File: config.mk
export PLATFORM = sky130hd
export DESIGN_NAME = bios_rom_arbiter_flat
export DESIGN_NICKNAME = d
export VERILOG_FILES = /design/src/rtl/bios_rom_arbiter_if.sv /design/src/rtl/bios_rom_arbiter.sv /design/src/flat_wrapper.sv
export SDC_FILE = /design/constraint.sdc
export NUM_CORES = 1
export LEC_CHECK = 0
export ABC_AREA = 1
export BUFFER_PORTS_ARGS = -buffer_cell sky130_fd_sc_hd__buf_2
export CAP_MARGIN = 10
export CORE_MARGIN = 10
export CORE_UTILIZATION = 51
export DETAILED_ROUTE_END_ITERATION = 6
export GPL_TIMING_DRIVEN = 0
export HOLD_SLACK_MARGIN = 0.03
export PLACE_DENSITY = 0.81
export REMOVE_ABC_BUFFERS = 1
export SYNTH_ARGS = -nofsm -noshare
export SYNTH_HDL_FRONTEND = slang
export SYNTH_SLANG_ARGS = --single-unit
File: constraint.sdc
create_clock -name clk -period 1.9 [get_ports clk]
set_input_delay 0.285 -clock clk [delete_from_list [all_inputs] [get_ports clk]]
set_output_delay 0.285 -clock clk [all_outputs]
set_load 0.01 [all_outputs]
File: src/rtl/bios_rom_arbiter_if.sv
// rtl/bios_rom_arbiter_if.sv - CPU, ioctl download and ROM RAM port signals of the BIOS ROM arbiter
interface bios_rom_arbiter_if;
  logic        cpu_req;
  logic        cpu_we;
  logic [15:0] cpu_addr;
  logic [7:0]  cpu_wdata;
  logic        cpu_ack;
  logic [7:0]  cpu_rdata;
  logic        cpu_hold;
  logic        dl_en;
  logic [7:0]  dl_index;
  logic        dl_wr;
  logic [15:0] dl_addr;
  logic [7:0]  dl_data;
  logic        dl_wait;
  logic        dl_done;
  logic        mem_en;
  logic        mem_we;
  logic [15:0] mem_addr;
  logic [7:0]  mem_wdata;
  logic [7:0]  mem_rdata;

  modport slave (
    input  cpu_req, cpu_we, cpu_addr, cpu_wdata,
    input  dl_en, dl_index, dl_wr, dl_addr, dl_data,
    input  mem_rdata,
    output cpu_ack, cpu_rdata, cpu_hold,
    output dl_wait, dl_done,
    output mem_en, mem_we, mem_addr, mem_wdata
  );

  modport master (
    output cpu_req, cpu_we, cpu_addr, cpu_wdata,
    output dl_en, dl_index, dl_wr, dl_addr, dl_data,
    output mem_rdata,
    input  cpu_ack, cpu_rdata, cpu_hold,
    input  dl_wait, dl_done,
    input  mem_en, mem_we, mem_addr, mem_wdata
  );
endinterface

File: src/rtl/bios_rom_arbiter.sv
// rtl/bios_rom_arbiter.sv - shares the BIOS/BASIC ROM RAM port between CPU accesses and ioctl image download
// Optional macro BIOS_SHADOW_WR_EN: CPU writes reach the RAM (writable shadow); otherwise they are acked and dropped.
module bios_rom_arbiter #(
  parameter logic [15:0] BIOS_BASE  = 16'hE000,
  parameter logic [15:0] BASIC_BASE = 16'h6000
) (
  input logic             clk,
  input logic             reset,
  bios_rom_arbiter_if.slave bus
);

  localparam logic [16:0] BIOS_SPAN  = 17'h10000 - {1'b0, BIOS_BASE};
  localparam logic [16:0] BASIC_SPAN = {1'b0, BIOS_BASE} - {1'b0, BASIC_BASE};

  typedef enum logic [2:0] {IDLE, RD, RD_DATA, ACK, WR, DL_WR} state_t;

  state_t      state, state_n;
  logic        buf_full;
  logic [15:0] buf_addr;
  logic [7:0]  buf_data;
  logic        map_ok;
  logic [15:0] map_addr;
  logic        dl_accept;

  logic        mem_en_q, mem_we_q, mem_en_n, mem_we_n;
  logic [15:0] mem_addr_q, mem_addr_n;
  logic [7:0]  mem_wdata_q, mem_wdata_n;
  logic        cpu_ack_q, cpu_hold_q, dl_done_q;
  logic [7:0]  cpu_rdata_q;

  always_comb begin
    map_ok   = 1'b0;
    map_addr = 16'h0000;
    case (bus.dl_index)
      8'd0: begin
        map_ok   = {1'b0, bus.dl_addr} < BIOS_SPAN;
        map_addr = BIOS_BASE + bus.dl_addr;
      end
      8'd1: begin
        map_ok   = {1'b0, bus.dl_addr} < BASIC_SPAN;
        map_addr = BASIC_BASE + bus.dl_addr;
      end
      default: begin
        map_ok   = 1'b0;
        map_addr = 16'h0000;
      end
    endcase
  end

  // A strobe while the buffer is full is a protocol error and is simply not captured.
  assign dl_accept = bus.dl_wr && !buf_full && map_ok;

  always_comb begin
    state_n     = state;
    mem_en_n    = 1'b0;
    mem_we_n    = 1'b0;
    mem_addr_n  = mem_addr_q;
    mem_wdata_n = mem_wdata_q;
    case (state)
      IDLE: begin
        if (buf_full) begin
          state_n     = DL_WR;
          mem_en_n    = 1'b1;
          mem_we_n    = 1'b1;
          mem_addr_n  = buf_addr;
          mem_wdata_n = buf_data;
        end else if (bus.cpu_req) begin
          mem_addr_n  = bus.cpu_addr;
          mem_wdata_n = bus.cpu_wdata;
          if (bus.cpu_we) begin
            state_n = WR;
`ifdef BIOS_SHADOW_WR_EN
            mem_en_n = 1'b1;
            mem_we_n = 1'b1;
`else
            mem_en_n = 1'b0;
            mem_we_n = 1'b0;
`endif
          end else begin
            state_n  = RD;
            mem_en_n = 1'b1;
          end
        end else if (dl_accept) begin
          // Port is free: the byte is captured and written in the same cycle.
          state_n     = DL_WR;
          mem_en_n    = 1'b1;
          mem_we_n    = 1'b1;
          mem_addr_n  = map_addr;
          mem_wdata_n = bus.dl_data;
        end
      end
      RD:      state_n = RD_DATA;
      RD_DATA: state_n = ACK;
      ACK:     state_n = IDLE;
      WR:      state_n = ACK;
      DL_WR:   state_n = IDLE;
      default: state_n = IDLE;
    endcase
  end

  always_ff @(posedge clk) begin
    if (reset) begin
      state       <= IDLE;
      buf_full    <= 1'b0;
      buf_addr    <= 16'h0000;
      buf_data    <= 8'h00;
      mem_en_q    <= 1'b0;
      mem_we_q    <= 1'b0;
      mem_addr_q  <= 16'h0000;
      mem_wdata_q <= 8'h00;
      cpu_ack_q   <= 1'b0;
      cpu_rdata_q <= 8'h00;
      cpu_hold_q  <= 1'b0;
      dl_done_q   <= 1'b0;
    end else begin
      state       <= state_n;
      mem_en_q    <= mem_en_n;
      mem_we_q    <= mem_we_n;
      mem_addr_q  <= mem_addr_n;
      mem_wdata_q <= mem_wdata_n;
      cpu_ack_q   <= (state_n == ACK);
      if (state == RD_DATA) begin
        cpu_rdata_q <= bus.mem_rdata;
      end
      if (dl_accept) begin
        buf_full <= 1'b1;
        buf_addr <= map_addr;
        buf_data <= bus.dl_data;
      end else if (state == DL_WR) begin
        buf_full <= 1'b0;
      end
      dl_done_q <= 1'b0;
      if (bus.dl_en) begin
        cpu_hold_q <= 1'b1;
      end else if (cpu_hold_q && state == IDLE && !buf_full && !dl_accept) begin
        cpu_hold_q <= 1'b0;
        dl_done_q  <= 1'b1;
      end
    end
  end

  assign bus.cpu_ack   = cpu_ack_q;
  assign bus.cpu_rdata = cpu_rdata_q;
  assign bus.cpu_hold  = cpu_hold_q;
  assign bus.dl_wait   = buf_full;
  assign bus.dl_done   = dl_done_q;
  assign bus.mem_en    = mem_en_q;
  assign bus.mem_we    = mem_we_q;
  assign bus.mem_addr  = mem_addr_q;
  assign bus.mem_wdata = mem_wdata_q;

endmodule

File: src/flat_wrapper.sv
// flat-port wrapper written by rule: the top's interface ports become plain ports
module bios_rom_arbiter_flat 
#(
  parameter logic [15:0] BIOS_BASE  = 16'hE000,
  parameter logic [15:0] BASIC_BASE = 16'h6000
)
  (clk, reset, bus_cpu_req, bus_cpu_we, bus_cpu_addr, bus_cpu_wdata, bus_dl_en, bus_dl_index, bus_dl_wr, bus_dl_addr, bus_dl_data, bus_mem_rdata, bus_cpu_ack, bus_cpu_rdata, bus_cpu_hold, bus_dl_wait, bus_dl_done, bus_mem_en, bus_mem_we, bus_mem_addr, bus_mem_wdata);
  bios_rom_arbiter_if bus_i ();
  input logic clk;
  input logic reset;
  input wire logic [$bits(bus_i.cpu_req)-1:0] bus_cpu_req;
  input wire logic [$bits(bus_i.cpu_we)-1:0] bus_cpu_we;
  input wire logic [$bits(bus_i.cpu_addr)-1:0] bus_cpu_addr;
  input wire logic [$bits(bus_i.cpu_wdata)-1:0] bus_cpu_wdata;
  input wire logic [$bits(bus_i.dl_en)-1:0] bus_dl_en;
  input wire logic [$bits(bus_i.dl_index)-1:0] bus_dl_index;
  input wire logic [$bits(bus_i.dl_wr)-1:0] bus_dl_wr;
  input wire logic [$bits(bus_i.dl_addr)-1:0] bus_dl_addr;
  input wire logic [$bits(bus_i.dl_data)-1:0] bus_dl_data;
  input wire logic [$bits(bus_i.mem_rdata)-1:0] bus_mem_rdata;
  output wire logic [$bits(bus_i.cpu_ack)-1:0] bus_cpu_ack;
  output wire logic [$bits(bus_i.cpu_rdata)-1:0] bus_cpu_rdata;
  output wire logic [$bits(bus_i.cpu_hold)-1:0] bus_cpu_hold;
  output wire logic [$bits(bus_i.dl_wait)-1:0] bus_dl_wait;
  output wire logic [$bits(bus_i.dl_done)-1:0] bus_dl_done;
  output wire logic [$bits(bus_i.mem_en)-1:0] bus_mem_en;
  output wire logic [$bits(bus_i.mem_we)-1:0] bus_mem_we;
  output wire logic [$bits(bus_i.mem_addr)-1:0] bus_mem_addr;
  output wire logic [$bits(bus_i.mem_wdata)-1:0] bus_mem_wdata;
  assign bus_i.cpu_req = bus_cpu_req;
  assign bus_i.cpu_we = bus_cpu_we;
  assign bus_i.cpu_addr = bus_cpu_addr;
  assign bus_i.cpu_wdata = bus_cpu_wdata;
  assign bus_i.dl_en = bus_dl_en;
  assign bus_i.dl_index = bus_dl_index;
  assign bus_i.dl_wr = bus_dl_wr;
  assign bus_i.dl_addr = bus_dl_addr;
  assign bus_i.dl_data = bus_dl_data;
  assign bus_i.mem_rdata = bus_mem_rdata;
  assign bus_cpu_ack = bus_i.cpu_ack;
  assign bus_cpu_rdata = bus_i.cpu_rdata;
  assign bus_cpu_hold = bus_i.cpu_hold;
  assign bus_dl_wait = bus_i.dl_wait;
  assign bus_dl_done = bus_i.dl_done;
  assign bus_mem_en = bus_i.mem_en;
  assign bus_mem_we = bus_i.mem_we;
  assign bus_mem_addr = bus_i.mem_addr;
  assign bus_mem_wdata = bus_i.mem_wdata;
  bios_rom_arbiter #(.BIOS_BASE(BIOS_BASE), .BASIC_BASE(BASIC_BASE)) u_core (.clk(clk), .reset(reset), .bus(bus_i));
endmodule
After elaboration in Yosys (flattened, before gate mapping)
Cells that the tools add are included.
{"block": "word_totals", "ff_bits": 65, "in_bits": 70, "out_inout_bits": 38, "elab_cells": 63}
{"block": "op_classes", "n_addsub": 2, "magnitude_cmp": 2, "n_eq_ne": 6, "muxes": 24, "bitwise": 1, "reduce_logical": 16}
{"op": "$mux 16", "n": 3}
{"op": "$pmux 16 s2", "n": 1}
{"op": "$mux 8", "n": 3}
{"op": "$add 15x16->16 const A", "n": 1}
{"op": "$add 16x16->16 const A", "n": 1}
{"op": "$lt 16x14->1 const B", "n": 1}
{"op": "$lt 16x16->1 const B", "n": 1}
{"op": "$mux 3", "n": 4}
{"op": "$mux 1", "n": 11}
{"op": "$pmux 3 s3", "n": 1}
{"op": "$eq 8x1->1 const B", "n": 1}
{"op": "$logic_not 8->1", "n": 1}
{"op": "$eq 3x2->1 const B", "n": 2}
{"op": "$eq 3x3->1 const B", "n": 2}
{"op": "$reduce_or 2->1", "n": 3}
{"op": "$logic_and 1x1->1", "n": 5}
{"op": "$reduce_bool 2->1", "n": 2}
{"op": "$eq 3x1->1 const B", "n": 1}
{"op": "$logic_not 3->1", "n": 1}
{"op": "$reduce_bool 3->1", "n": 1}
{"op": "$logic_not 1->1", "n": 2}
{"op": "$pmux 1 s2", "n": 1}
{"op": "$reduce_and 2->1", "n": 1}
{"op": "$not 1->1", "n": 1}

Logic depth before layout (Yosys ltp)
Gate-level depths: netlist (run 1).
{"block": "logic_depth", "ltp_word": 8, "ltp_mapped": 13, "depth_no_buf": 12}

Least setup slack after synthesis (run 1)
Ideal clock, no wire load.
{"block": "synth_timing", "path_type": "in2reg", "start": "in bus_dl_index[7]", "end": "reg u_core.mem_wdata_q[0] (netlist: u_core.bus.mem_wdata[0])", "setup_ns": 0.115, "arrival_time_ns": 1.375, "t_required_ns": 1.785, "setup_slack_ns": 0.410, "cell_stages": 12, "path_buffers": 1, "cell_sequence": "nor2_1 nand2_2 nor2_1 ha_1 inv_1 nand2_2 nand3_2 nand3_2 buf_2 nand3_1 nand2_1 nor2_1"}
{"block": "synth_via", "elab_chain_len": 5, "elab_cells_between_ends": 6, "cone_classes": "eq/ne: 1; mux: 1; reduce/logical: 4"}
{"item": "start: declaration", "line": "flat_wrapper.sv:16", "source": "input wire logic [$bits(bus_i.dl_index)-1:0] bus_dl_index;"}
{"item": "$eq 8x1->1 or $logic_not 8->1 (tied branches)", "line": "bios_rom_arbiter.sv:34", "source": "case (bus.dl_index)"}
{"item": "$pmux 1 s2 (*)", "line": "bios_rom_arbiter.sv:34"}
{"item": "$logic_and 1x1->1 (*)", "line": "bios_rom_arbiter.sv:51", "source": "assign dl_accept = bus.dl_wr && !buf_full && map_ok;"}
{"item": "$reduce_bool 3->1 (no line) (*)"}
{"item": "$reduce_and 2->1 (no line) (*)"}
{"item": "end signal: assignment", "line": "bios_rom_arbiter.sv:120", "source": "mem_wdata_q <= mem_wdata_n;"}
{"item": "end: declaration", "line": "bios_rom_arbiter.sv:27", "source": "logic [7:0] mem_wdata_q, mem_wdata_n;"}
Every way passes the cells marked *; elsewhere a longest branch is shown, timed or not.
A chain may end at the register's enable or synchronous reset.

Final worst setup path (run 1)
{"block": "layout_timing", "start": "reg u_core.buf_full (netlist: u_core.bus.dl_wait)", "end": "reg u_core.buf_addr[15]"}
{"block": "layout_via", "elab_chain_len": 3}
{"item": "start: declaration", "line": "bios_rom_arbiter.sv:18", "source": "logic buf_full;"}
{"item": "start signal: assignment", "line": "bios_rom_arbiter.sv:104", "source": "buf_full <= 1'b0;"}
{"item": "start signal: assignment", "line": "bios_rom_arbiter.sv:126", "source": "buf_full <= 1'b1;"}
{"item": "start signal: assignment", "line": "bios_rom_arbiter.sv:130", "source": "buf_full <= 1'b0;"}
{"item": "$logic_not 1->1", "line": "bios_rom_arbiter.sv:51"}
{"item": "$logic_and 1x1->1 (2 in series)", "line": "bios_rom_arbiter.sv:51"}
{"item": "end signal: assignment", "line": "bios_rom_arbiter.sv:127", "source": "buf_addr <= map_addr;"}
{"item": "end: declaration", "line": "bios_rom_arbiter.sv:19", "source": "logic [15:0] buf_addr;"}
No other way between the ends.

==> results of run 1 <==
## final timing paths
kind | startpoint | endpoint | slack, ns | cells after the start
min | bus_dl_en | u_core.bus.cpu_hold | 0.18 | 3
min reg2reg | u_core.buf_addr[11] | u_core.buf_addr[11] | 0.45 | 2
max | u_core.bus.dl_wait | u_core.buf_addr[15] | 0.21 | 8
max reg2reg | u_core.bus.dl_wait | u_core.buf_addr[15] | 0.21 | 8
## per-stage QoR
step	instance area [µm²]	setup slack (ns)	TNS (ns)	util [%]	hold slack [ns]
after CTS	4050	0.0777	0	64.5	0.174
after floorplan	3070	-0.278	-10.84	-	0.354
after global placement	3700	-1.21	-56.25	59.0	0.440
final	4110	0.212	0	65.4	0.176
after global routing	4110	-0.0163	-0.0163	65.4	0.200
after detailed placement	3730	-1.21	-55.82	59.4	0.445
## cells in the final DEF (no fill, tap or decap), types with 2 or more instances in the layout
cell and count:
buf_2 107, nor2_1 92, nand2_1 90, nand3_1 66, dfxtp_1 64, o21ai_0 37, a21oi_1 26, inv_1 24
or2_2 12, clkbuf_8 12, a21oi_2 9, o21ai_1 5, buf_4 5, nand3_4 4, nand2_2 3, nor2_2 3
nor3_1 2, inv_2 2, clkinvlp_4 2, ha_1 2, bufinv_16 2
## registers in the layout (all words and copies together) (netlist names)
name,count
u_core.buf_addr,16
u_core.buf_data,8
u_core.bus.cpu_ack,1
u_core.bus.cpu_hold,1
u_core.bus.cpu_rdata,8
u_core.bus.dl_done,1
u_core.bus.dl_wait,1
u_core.bus.mem_addr,16
u_core.bus.mem_en,1
u_core.bus.mem_wdata,8
u_core.bus.mem_we,1
u_core.state,3
## synthesized netlist by cell type (2+ instances only)
cell / n / area share [%]
dfxtp_1: 65 / 40
nor2_1: 92 / 11
buf_6: 3 / 1.0
a21oi_2: 9 / 2.4
buf_2: 9 / 1.4
nor3_1: 2 / 0.31
buf_4: 3 / 0.69
nor2_2: 3 / 0.58
nand2_1: 91 / 11
inv_1: 27 / 3.1
a21oi_1: 26 / 4.0
clkinv_1: 2 / 0.23
or2_2: 12 / 2.3
o21ai_1: 5 / 0.77
o21ai_0: 37 / 5.7
buf_1: 5 / 0.58
clkbuf_1: 11 / 1.3
nand3_2: 2 / 0.62
nand2_2: 3 / 0.58
ha_1: 2 / 0.77
nand3_1: 66 / 10
## logic make-up (layout without fill, tap and decap cells)
| family | count (synthesis) | count (layout) | share of synthesized area (%) |
|---|---|---|---|
| AO/OA/AOI/OAI | 79 | 79 | 13.4 |
| XOR/XNOR | 1 | 1 | 0.269 |
| adder cells (fa/ha/maj) | 2 | 2 | 0.769 |
| buffers and inverters | 62 | 159 | 9.04 |
| flip-flops | 65 | 65 | 40.0 |
| AND/OR/NAND/NOR | 274 | 277 | 36.6 |
## what timing repair did
| action | 4_1_cts | 5_1_grt |
|---|---|---|
| resized for setup | 10 | 8 |
| endpoints found under the setup margin | 53 | 44 |
| pin swaps | 0 | 1 |
| cloned | 2 | 2 |
| buffers inserted | 5 | 0 |
## metal layers
metal / part of all wire (%) / vias to the layer above
li1: - / 1756
met1: 41 / 1569
met2: 49 / 131
met3: 8.2 / 14
met4: 1.7 / 0
met5: 0 / -
## area by class of cell
class                   instances  area share [%]
well taps                      77            2.35
repair buffers                113            14.6
clock inverters                 2            1.46
multi-input cells             359            42.2
flip-flops and latches         65            31.8
repair inverters                1           0.183
inverters                      30            3.29
clock buffers                  13            4.11
## worst max-delay path: cells and delay by family, from the launching register on
family,cells,cell delay [ns]
simple gates,4,0.69
compound gates,1,0.07
flops,1,0.42
buf+inv,3,0.39
## power by group
group	switching, mW	internal, mW	total (mW)
Sequential	0.0815	1.52	1.60
Clock	0.530	0.840	1.37
Combinational	0.632	0.425	1.06
Total	1.24	2.79	4.03
==> flow_summary.json, run 1 <==
{
  "tritoncts": "built",
  "grt_util_met2_pct": 31.6,
  "netlist_instances": 483,
  "port-buffer-count": 107,
  "core_mm2": 0.00628,
  "synth_async_sr_flop_share_pct": 0,
  "finalPower_mw": 4.03,
  "dp.cells": 636,
  "path_clk_slew_ns": 0.07,
  "skew_ns": 0.00850,
  "min_period_over_period_pct": 88.8,
  "period_minus_slack_ns": 1.69,
  "cp-end-kind": "register",
  "max_slew_margin_pct": 41.5,
  "startpoint_type": "register",
  "cts_root_buf": "clkbuf_8",
  "grt.total_usage_pct": 18.9,
  "crit_slowest_cell": "dfxtp_4",
  "num-fill-cells": 565,
  "ys_warn_count": 0,
  "htreeDepth": 3,
  "die_h_um": 99.9,
  "p_leak_nw": 2.00,
  "cp.required_ns": 2.18,
  "cpPeakStageDelay_ns": 0.42,
  "seq_area_mm2": 0.00131,
  "max_cap_viol_count": 0,
  "critical_path_class": "register to register",
  "crit_chain": "inv_16, nand2_1, nor2_2, nand2_8, clkinvlp_4, buf_4, o21ai_0, nor2_1",
  "vdd_drop_max_uv": 619,
  "die_area_mm2": 0.00997,
  "grt_pass1_wl_um": 15600,
  "start_util_pct": 51.8,
  "clockBufferDepth": 2,
  "syn2layout_area_growth_pct": 26.3,
  "grtUsageMet3_pct": 5.84,
  "synth_edf_count": 0,
  "vias": 3470,
  "syn_avg_cell_area_um2": 6.73,
  "worstSkewPairLatency_ns": 0.35,
  "grt_pass1_vias": 3322,
  "multi_input_area_mm2": 0.00173,
  "clock_sinks": 65,
  "synth_top_flop_cell": "dfxtp_1",
  "drv_slew": 0,
  "postRouteAntennaNets": 0,
  "synth.distinct_cells": 29,
  "fmaxAchievable_ghz": 0.592,
  "grt_overflow": 0,
  "critPathArrivalTime_ns": 1.97,
  "layout.nets": 651,
  "busiest_layer": "met2",
  "numCtsBuffers": 9,
  "synth_seq_cells": 65,
  "final_cells": 660,
  "setup_viol": 0,
  "syn_area_mm2": 0.00325,
  "antenna_found_initial": 0,
  "viasPerCell": 5.26,
  "hold_class": "input port to register",
  "hpwl_um": 5980,
  "drcViolationCount": 0,
  "pin_count": 108,
  "grt_max_degree": 59,
  "first_pass_iters": 5,
  "hold_buffers": 0,
  "cp_max_fo": 49,
  "finalHoldViolations": 0,
  "post_route_cells_drive_above_1_share_pct": 29.0,
  "power_density_mw_per_mm2": 981,
  "diodes": 0,
  "yosysSeqAreaShare_pct": 40.0,
  "drtIter0Drc": 151,
  "finalWeightedCongestion": 0.781,
  "wl_per_cell_um": 14.6,
  "grt.met1_usage_pct": 21.2,
  "wl_um": 9630,
  "rows": 29,
  "status": "completed",
  "worst_pin_slew_ns": 0.877,
  "die_width_um": 99.9
}
Power figures use the tool's default switching activity.
==> run 2: changes to the inputs <==
--- a/config.mk
+++ b/config.mk
@@ -11,7 +11,6 @@
 export CORE_MARGIN = 10
 export CORE_UTILIZATION = 51
 export DETAILED_ROUTE_END_ITERATION = 6
-export GPL_TIMING_DRIVEN = 0
 export HOLD_SLACK_MARGIN = 0.03
 export PLACE_DENSITY = 0.81
 export REMOVE_ABC_BUFFERS = 1
==> flow_summary.json, run 2 (same netlist as run 1, synthesis figures left out) <==
{
  "status": "completed",
  "diodes": 0,
  "vias": 3528,
  "postCtsSetupRepairBufs": 0,
  "die_h_um": 99.9,
  "cts_resized": 0,
  "pin_count": 108,
  "antenna_found_initial": 0,
  "layout_common_cells": "buf_2, nor2_1, nand2_1",
  "reg2regPathDepth": 6,
  "start_util_pct": 51.8,
  "worst_pin_slew_ns": 0.335,
  "grt_pass1_vias": 3400,
  "hold_buffers": 0,
  "seq_area_mm2": 0.00130,
  "die_width_um": 99.9,
  "drtIter0Drc": 256,
  "path_clk_slew_ns": 0.08,
  "drcViolationCount": 0,
  "grt_pass1_wl_um": 15500,
  "setup_ws_ns": 0.427,
  "clock_power_share_pct": 37.8,
  "clockBufferDepth": 2,
  "final_common_cell": "buf_2",
  "min_period_over_period_pct": 77.5,
  "first_pass_iters": 5,
  "intPower_mw": 2.99,
  "port-buffer-count": 107,
  "num-fill-cells": 561,
  "viasPerCell": 5.32,
  "skew_ns": 0.00982,
  "htreeDepth": 3,
  "multi_input_area_mm2": 0.00166,
  "holdPathStages": 3,
  "p_comb_share_pct": 24.3,
  "grt.met1_usage_pct": 20.1,
  "finalWeightedCongestion": 0.798,
  "cp.required_ns": 2.13,
  "hold_class": "input port to register",
  "pre_cts_ws_ns": 0.0804,
  "cts_root_buf": "clkbuf_8",
  "vdd_drop_max_uv": 528,
  "busiest_layer": "met2",
  "die_area_mm2": 0.00997,
  "grt_max_degree": 59,
  "rr_endpoint": "u_core.bus.mem_wdata[6]",
  "core_mm2": 0.00628,
  "final_cell_area_mm2": 0.00413,
  "critical_path_class": "input port to register",
  "hpwl_um": 6540,
  "p_leak_nw": 2.04,
  "max_cap_viol_count": 0,
  "placed_area_mm2": 0.00385,
  "period_minus_slack_ns": 1.47,
  "cp_max_fo": 39,
  "holdPathEnd": "u_core.bus.cpu_hold",
  "startpoint_type": "input port",
  "numCtsBuffers": 9,
  "grt_overflow": 0,
  "critPathArrivalTime_ns": 1.71,
  "fmaxAchievable_ghz": 0.679,
  "cp-end-kind": "register",
  "max_slew_margin_pct": 77.7,
  "drv_slew": 0,
  "tns_ns": 0,
  "grt_util_met2_pct": 33.1,
  "power_density_mw_per_mm2": 1030,
  "wl_per_cell_um": 14.2,
  "reg2reg_from": "u_core.bus.dl_wait",
  "grtUsageMet3_pct": 5.08,
  "min_from": "bus_dl_en",
  "rsz0062_at_grt": "false",
  "holdWs_ns": 0.182,
  "rows": 29,
  "syn2layout_area_growth_pct": 27.0,
  "reg2reg_slack_ns": 0.46,
  "power_frac_seq_pct": 37.8,
  "clock_sinks": 65,
  "p_sw_mw": 1.28,
  "setup_viol": 0,
  "tritoncts": "built",
  "post_route_cells_drive_above_1_share_pct": 28.7,
  "wl_um": 9400,
  "postRouteAntennaNets": 0,
  "swShare_pct": 30.0,
  "finalHoldViolations": 0,
  "grt.total_usage_pct": 18.6,
  "worstSkewPairLatency_ns": 0.34,
  "layout.nets": 653
}
## run 2: area by class of cell
cell class | count | share of cell area, %
Clock buffer | 10 | 3.33
Clock inverter | 6 | 3.33
Inverter | 30 | 2.73
Multi-Input combinational cell | 356 | 40.1
Sequential cell | 65 | 31.5
Tap cell | 77 | 2.33
Timing Repair Buffer | 119 | 16.7
## run 2: worst max-delay path by stage
stage / end / depth (start not counted) / slack, ns / start
floorplan: u_core.bus.mem_addr[0] / 8 / -0.28 / u_core.bus.dl_wait
global placement: u_core.bus.mem_addr[14] / 13 / 0.19 / bus_dl_index[5]
detailed placement: u_core.bus.mem_addr[15] / 13 / 0.08 / bus_dl_index[5]
CTS: u_core.bus.mem_addr[15] / 13 / 0.44 / bus_dl_index[5]
global route: u_core.bus.mem_wdata[6] / 13 / 0.29 / bus_dl_index[5]
finish: u_core.bus.mem_addr[14] / 13 / 0.43 / bus_dl_index[5]
## run 2: stage by stage
step / util, % / power (mW) / cells
global placement: 61.4 / 2.65 / 647
finish: 65.8 / 4.27 / 663
floorplan: - / 2.25 / 451
CTS: 65.8 / 4.29 / 663
global route: 65.8 / 4.50 / 663
detailed placement: 61.4 / 2.69 / 647
## run 2: power groups by stage
stage	Sequential (mW)	Clock [mW]	Combinational, mW
after floorplan	1.70	0	0.545
after global placement	1.64	0	1.01
after detailed placement	1.64	0	1.04
after CTS	1.61	1.63	1.05
after global routing	1.63	1.69	1.17
final	1.61	1.61	1.04
## run 2: worst max-delay path: stages
cell	delay, ns
buf_2	0.09
nor2_1	0.12
nand2_2	0.08
nor2_1	0.16
ha_1	0.17
inv_1	0.04
nand2_2	0.08
nand3_2	0.09
nand3_2	0.12
buf_12	0.23
nand3_1	0.11
nand2_1	0.07
nor2_1	0.04
## run 2: per-layer routing
layer	vias to the layer above	part of all wire [%]	wire length, µm
li1	1753	-	-
met1	1631	41	3840
met2	131	50	4710
met3	13	7.4	694
met4	0	1.6	152
met5	-	0	0
==> run 3: changes to the inputs <==
--- a/config.mk
+++ b/config.mk
@@ -9,10 +9,10 @@
 export BUFFER_PORTS_ARGS = -buffer_cell sky130_fd_sc_hd__buf_2
 export CAP_MARGIN = 10
 export CORE_MARGIN = 10
-export CORE_UTILIZATION = 51
+export CORE_UTILIZATION = 46
 export DETAILED_ROUTE_END_ITERATION = 6
 export HOLD_SLACK_MARGIN = 0.03
-export PLACE_DENSITY = 0.81
+export PLACE_DENSITY = 0.77
 export REMOVE_ABC_BUFFERS = 1
 export SYNTH_ARGS = -nofsm -noshare
 export SYNTH_HDL_FRONTEND = slang
==> constraint.sdc (replaced) <==
create_clock -name clk -period 1.2 [get_ports clk]
set_input_delay 0.18 -clock clk [delete_from_list [all_inputs] [get_ports clk]]
set_output_delay 0.18 -clock clk [all_outputs]
set_load 0.01 [all_outputs]
==> flow_summary.json, run 3 (same netlist as run 1, synthesis figures left out) <==
{
  "cts_root_buf": "clkbuf_8",
  "reg2reg_from": "u_core.bus.dl_wait",
  "grt_pass1_wl_um": 16200,
  "path_clk_slew_ns": 0.07,
  "antenna_found_initial": 0,
  "postRouteAntennaNets": 0,
  "drv_slew": 0,
  "critical_path_class": "register to register",
  "num-fill-cells": 531,
  "fmaxAchievable_ghz": 0.716,
  "port-buffer-count": 107,
  "post_route_cells_drive_above_1_share_pct": 40.9,
  "tns_ns": -5.67,
  "max_slew_margin_pct": 81.7,
  "min_period_over_period_pct": 116,
  "status": "finished with violations",
  "layout_common_cells": "buf_2, nor2_1, nand2_1",
  "cp.required_ns": 1.44,
  "pin_count": 108,
  "clock_sinks": 65,
  "holdWs_ns": 0.0854,
  "syn2layout_area_growth_pct": 51.5,
  "clockBufferDepth": 2,
  "vdd_drop_max_uv": 778,
  "startpoint_type": "register",
  "cp-end-kind": "register",
  "cp-startpoint": "u_core.bus.dl_wait",
  "finalWeightedCongestion": 0.795,
  "vias": 3897,
  "diodes": 0,
  "setup_ws_ns": -0.197,
  "rsz0062_at_grt": "true",
  "htreeDepth": 3,
  "hold_class": "input port to register",
  "setup_viol": 52,
  "final_common_cell": "buf_2",
  "die_h_um": 104,
  "critPathArrivalTime_ns": 1.64,
  "numCtsBuffers": 9,
  "skew_ns": 0.00851,
  "hold_buffers": 0,
  "rows": 30,
  "first_pass_iters": 5,
  "period_minus_slack_ns": 1.40,
  "crit_end": "u_core.buf_addr[9]",
  "die_width_um": 104,
  "placed_area_mm2": 0.00404,
  "finalPower_mw": 6.55,
  "hpwl_um": 6890,
  "finalHoldViolations": 0,
  "die_area_mm2": 0.0108,
  "worstSkewPairLatency_ns": 0.35,
  "power_density_mw_per_mm2": 1330,
  "grt.total_usage_pct": 17.9,
  "pre_cts_ws_ns": -0.468,
  "cp_max_fo": 14,
  "wl_per_cell_um": 16.9,
  "grt_overflow": 0,
  "reg2reg_slack_ns": -0.20,
  "start_util_pct": 47.6,
  "reg2regPathDepth": 7,
  "max_cap_viol_count": 0,
  "core_mm2": 0.00683,
  "wl_um": 12200,
  "viasPerCell": 5.40,
  "rr_endpoint": "u_core.buf_addr[9]",
  "drcViolationCount": 0,
  "tritoncts": "built",
  "worst_pin_slew_ns": 0.274,
  "grt_max_degree": 49,
  "p_leak_nw": 2.36,
  "layout.nets": 693,
  "final_cell_area_mm2": 0.00493,
  "grt_pass1_vias": 3575,
  "drtIter0Drc": 246,
  "violations": "setup timing"
}
==> run 3: per-layer routing <==
layer | wire length [µm] | track usage [%] | share of wire (%)
met5 | 0 | 0 | 0
met1 | 4600 | 20.1 | 38
met3 | 1120 | 6.01 | 9.2
met2 | 6140 | 30.3 | 50
met4 | 354 | 6.96 | 2.9
==> run 3: critical path, stage by stage (launching register included) <==
cell     delay [ns]
dfxtp_2        0.34
inv_4          0.10
nand2_4        0.07
nor2_4         0.21
nand2_8        0.13
buf_12         0.18
o21ai_0        0.21
nor2_1         0.06
==> run 3: cell type report <==
class | count | area (µm²) | area share (%)
Timing Repair Buffer | 159 | 1250 | 25.5
Clock inverter | 3 | 40.0 | 0.813
Clock buffer | 13 | 149 | 3.02
Sequential cell | 65 | 1300 | 26.4
Tap cell | 96 | 120 | 2.44
Inverter | 30 | 123 | 2.49
Multi-Input combinational cell | 356 | 1940 | 39.3
==> run 3: through the flow <==
step | instances | utilization, %
6_report | 722 | 72.1
5_1_grt | 722 | 72.1
4_1_cts | 699 | 62.4
3_5_place_dp | 682 | 59.1
3_3_place_gp | 682 | 59.1
2_1_floorplan | 451 | -
==> run 3: worst min-delay path by stage <==
stage | slack (ns) | cells past startpoint | from | end
floorplan | 0.25 | 1 | reset | u_core.bus.dl_wait
global placement | 0.43 | 3 | bus_dl_en | u_core.bus.cpu_hold
detailed placement | 0.43 | 3 | bus_dl_en | u_core.bus.cpu_hold
CTS | 0.07 | 3 | bus_dl_en | u_core.bus.cpu_hold
global route | 0.09 | 2 | reset | u_core.bus.dl_wait
finish | 0.09 | 3 | bus_mem_rdata[2] | u_core.bus.cpu_rdata[2]
==> run 3: report_power, final <==
part	switching (mW)	leakage (nW)	total, mW	internal (mW)
clock network	0.853	0.0974	1.87	1.01
logic	1.21	1.73	2.12	0.903
registers	0.158	0.531	2.57	2.41
==> run 3: what timing repair did <==
action / CTS / global route
buffers inserted: 1 / 9
cloned: 0 / 14
pin swaps: 0 / 20
endpoints found under the setup margin: 49 / 60
gates resized for setup: 14 / 85
endpoints found under the hold margin: 0 / 0
